==> config.mk <==
export PLATFORM = sky130hd
export DESIGN_NAME = fetch_ctrl
export DESIGN_NICKNAME = d
export VERILOG_FILES = /design/src/rtl/fetch_ctrl.sv
export SDC_FILE = /design/constraint.sdc
export NUM_CORES = 1
export LEC_CHECK = 0
export CAP_MARGIN = 20
export CORE_UTILIZATION = 30
export DETAILED_ROUTE_END_ITERATION = 6
export GPL_TIMING_DRIVEN = 1
export PLACE_DENSITY_LB_ADDON = 0.1
export SLEW_MARGIN = 40
export SYNTH_ARGS = -nofsm -noshare
export SYNTH_HDL_FRONTEND = slang
export SYNTH_SLANG_ARGS = --single-unit
==> constraint.sdc <==
create_clock -name clk -period 3.6 [get_ports clk]
set_input_delay 0.36 -clock clk [delete_from_list [all_inputs] [get_ports clk]]
set_output_delay 0.36 -clock clk [all_outputs]
set_load 0.05 [all_outputs]
==> src/rtl/fetch_ctrl.sv <==
// IF-stage fetch sequencer for a multi-cycle req/ack instruction memory.
// Optional watchdog is enabled with `define FETCH_TIMEOUT_EN.
module fetch_ctrl #(
    parameter logic [31:0] RESET_PC  = 32'h0000_0000,
    parameter logic [31:0] NOP_INSTR = 32'h0000_0013,
    parameter int          TIMEOUT   = 255
) (
    input  logic        clk,
    input  logic        reset,
    input  logic [31:0] PCF,
    input  logic [31:0] PCNextF,
    input  logic        PCSrcE,
    input  logic        StallIn,
    output logic        mem_req,
    output logic [31:0] mem_addr,
    input  logic        mem_ack,
    input  logic [31:0] mem_rdata,
    output logic [31:0] InstrF,
    output logic        StallF,
    output logic        FlushD,
    output logic        fetch_err
);

    typedef enum logic [1:0] {IDLE, WAIT, HOLD, DROP} state_t;

    state_t      state;
    logic [31:0] held;
    logic        acked;
    logic        avail;
    logic        timeout;
    logic        unused_cfg;

    assign unused_cfg = ^RESET_PC;

    assign acked  = (state == WAIT) && mem_ack;
    assign avail  = acked || (state == HOLD);
    assign InstrF = acked ? mem_rdata :
                    (state == HOLD) ? held : NOP_INSTR;
    assign StallF = !(PCSrcE || (avail && !StallIn));
    assign FlushD = PCSrcE || (!avail && !StallIn);

`ifdef FETCH_TIMEOUT_EN
    localparam int CW = (TIMEOUT > 255) ? $clog2(TIMEOUT + 1) : 8;

    logic [CW-1:0] cnt;
    logic          err_q;
    logic          waiting;
    logic          bump;

    assign waiting   = (state == WAIT) || (state == DROP);
    // A redirect out of WAIT starts a fresh DROP window, so it never counts.
    assign bump      = waiting && !mem_ack
                       && !((state == WAIT) && PCSrcE);
    assign timeout   = bump && (cnt == CW'(TIMEOUT - 1));
    assign fetch_err = err_q;

    always_ff @(posedge clk) begin
        if (reset) begin
            cnt   <= '0;
            err_q <= 1'b0;
        end else if (timeout) begin
            cnt   <= '0;
            err_q <= 1'b1;
        end else if (bump) begin
            cnt <= cnt + 1'b1;
        end else begin
            cnt <= '0;
        end
    end
`else
    logic unused_to;

    assign unused_to = ^32'(TIMEOUT);
    assign timeout   = 1'b0;
    assign fetch_err = 1'b0;
`endif

    always_ff @(posedge clk) begin
        if (reset) begin
            state    <= IDLE;
            mem_req  <= 1'b0;
            mem_addr <= '0;
            held     <= NOP_INSTR;
        end else if (timeout) begin
            state   <= IDLE;
            mem_req <= 1'b0;
        end else begin
            unique case (state)
                IDLE: begin
                    state    <= WAIT;
                    mem_req  <= 1'b1;
                    mem_addr <= PCF;
                end
                WAIT: begin
                    if (PCSrcE && !mem_ack) begin
                        state <= DROP;
                    end else if (mem_ack && (PCSrcE || !StallIn)) begin
                        mem_addr <= PCNextF;
                    end else if (mem_ack) begin
                        held    <= mem_rdata;
                        state   <= HOLD;
                        mem_req <= 1'b0;
                    end
                end
                HOLD: begin
                    if (PCSrcE || !StallIn) begin
                        state    <= WAIT;
                        mem_req  <= 1'b1;
                        mem_addr <= PCNextF;
                    end
                end
                DROP: begin
                    // pcreg loads PCNextF on a redirect, otherwise PCF is the target.
                    if (mem_ack) begin
                        state    <= WAIT;
                        mem_addr <= PCSrcE ? PCNextF : PCF;
                    end
                end
            endcase
        end
    end

endmodule

==> metrics.csv <==
metric,value,unit
GR Util met2,32.0,%
HPWL after DPL,8610,um
post-synth top area share,35.3,%
Power Density,596,nW/um^2
Post-Synthesis Cells,480,
"count leader, synth",nand2_1,
CTS H-tree lvls,3,
die area,13100,um^2
# IOs,169,
WL final,12800,um
gr usage total,19.4,%
Worst setup EP type,output pin,
design area,5800,um^2
Rel. slew slack,46.2,%
Worst Setup Path Type,reg -> out,
GRT Max-Usage Layer,met2,
Routed Antenna Nets,0,
vias in the first global route,4047,
via count,4161,
Post-Syn Area per Cell,7.92,um^2
RSZ-0062 raised after global routing,no,
r2r endpoint,mem_addr[13],
initial antenna violation count,0,
worst skew pair latency,0.33,ns
CTS hold repair buffers,0,
Required @ worst endpoint,3.24,ns
"FF+latch count, synth",67,
P_sw,1.40,mW
post-layout net count,725,
"CTS clk-pin slew, worst paths",0.05,ns
Slew @ Worst Pin,0.806,ns
Highest Clock Rate,320,MHz
Post-CTS Setup Inserts,0,
Multi-input gate area,2130,um^2
top cells by area in the synthesized netlist,"dfxtp_1 (35%), nand2_1 (12%), a222oi_1 (8.4%)",
Ys Warns,0,
WHS Path Cells,2,
status,"complete, no violations",
Post-Syn Area,3800,um^2
largest net degree at the start of global routing,49,
Iter 0 DRT Violations,473,
R2R Path Start,state[0],
GR Overflow Total,0,
"Seq/Total Area, Yosys",35.3,%
initial core utilization,31.2,%
Cell Int Power,2.05,mW
GR Util met3,6.19,%
Diodes inserted,0,
ys async rst share,0,%
Hold Fails Final Rpt,0,
Sequential Power Share,26.7,%
Worst VDD drop,229,uV
Post-CTS Resized,0,
Clock Path Buffers,2,
CORE AREA,12200,um^2
final worst-path cycle share,86.7,%
Post-synth top flop,dfxtp_1,
Hold Crit Class,reg -> reg,
DRT Pass-1 Iters,5,
CP max FO,22,
Hold Path Sink,held[17],
Post-synth EDFFs,0,
Leak,2.19,nW
register area,1340,um^2
Post-Route Skew,0.00507,ns
R2R Setup Slk,1.01,ns
GR Layer Usage met1,24.7,%
CTS tree,yes,
Die Y-Extent,115,um
count of pins over their slew limit,0,
first-pass GRT wire length,20400,um
# setup viols final,0,
clk sink count,67,
Critical Path AT,2.76,ns
port bufs,167,
Via density,5.26,
Synth cell types,36,
Register-to-Register Path Depth,8,
"Cell Area, Placed",5490,um^2
Final TNS setup,0,ns
clock power share,26.2,%
post-synth net total,587,
min Tclk post-route,3.12,ns
WL/cell,16.2,um
combinational share of power,47.1,%
Remaining DRCs,0,
Num CTS Buffers,9,
switching share of total power,40.6,%
DIE WIDTH,115,um
layout cells sized above 1,7.54,%
Max-cap violations,0,
worst min-delay path startpoint,held[17],
CP Launch Type,flip-flop,
Root Buffer,clkbuf_16,
area grow syn2layout,52.7,%
filler instances,1193,
synth cell count leaders,"nand2_1 (120), dfxtp_1 (67), a21oi_1 (62), a222oi_1 (32), a22o_1 (32)",
Std-Cell Rows,40,
largest area contributor in the netlist,dfxtp_1,
RePlAce Congestion,0.771,
routing by layer:
| layer | up-vias | wire length, um |
|---|---|---|
| li1 | 2040 | - |
| met1 | 1962 | 5890 |
| met2 | 153 | 5840 |
| met3 | 6 | 974 |
| met4 | 0 | 92 |
| met5 | - | 0 |
kinds of logic after synthesis:
family	Yosys count	synth area share [%]
mux	1	0.263
fa+ha+maj	6	1.98
other cells	1	0.0987
flops	67	35.3
simple gates	174	19.5
buf+inv	61	8.66
compound gates	170	34.2
sequential cells by signal (all words and copies together) (netlist names):
signal    flops
mem_addr     32
state         2
held         32
mem_req       1
area by class of cell:
type,instances,share of cell area (%)
Sequential cell,67,23.1
Clock inverter,4,0.820
Timing Repair Buffer,181,30.6
Clock buffer,12,4.59
Tap cell,168,3.62
Multi-Input combinational cell,352,36.8
Inverter,7,0.453
worst max path at each step:
stage	slack (ns)	start	end
after detailed placement	0.82	state[0]	InstrF[8]
after global routing	0.26	state[0]	InstrF[8]
after CTS	0.46	state[0]	InstrF[8]
after floorplan	0.91	state[1]	FlushD
after global placement	0.85	PCSrcE	FlushD
final	0.48	state[0]	InstrF[8]
layout by cell type, fill, tap and decap left out, types with 2 or more instances in the layout:
master             n
a211o_1            3
and2_1             2
a22o_1            32
nand2b_1           3
nor2_1            11
clkbuf_16          9
dfxtp_1           67
nand2_1          119
a222oi_1          32
ha_1               6
clkdlybuf4s50_1  166
a211oi_2           8
buf_4             15
nand3_1           31
a211oi_1          24
a31oi_1            3
clkbuf_8           3
inv_1              6
o31ai_1            2
a21oi_1           62
nor2b_4            2
clkinv_2           2
power groups by stage:
stage	registers, mW	clock network [mW]	logic [mW]
after global routing	0.938	0.964	1.73
final	0.924	0.905	1.63
after CTS	0.925	0.933	1.63
after detailed placement	0.940	0	1.63
after floorplan	1.28	0	0.770
after global placement	0.937	0	1.62
critical path: stages, from the launching register on:
cell and delay (ns):
dfxtp_1 0.35, inv_1 0.13, ha_1 0.55, buf_4 0.37, nand3_1 0.12, nand2_1 0.10
clkdlybuf4s50_1 0.81
through the flow:
stage                     cells  setup WS [ns]  util (%)  hold slack, ns  power (mW)
final                       791          0.479      47.7           0.455        3.45
after detailed placement    775          0.821      45.1           0.451        2.57
after global placement      775          0.848      45.1           0.442        2.55
after floorplan             480          0.905         -           0.437        2.05
after CTS                   791          0.462      47.7           0.459        3.49
after global routing        791          0.259      47.7           0.474        3.63
Power figures use the tool's default switching activity.
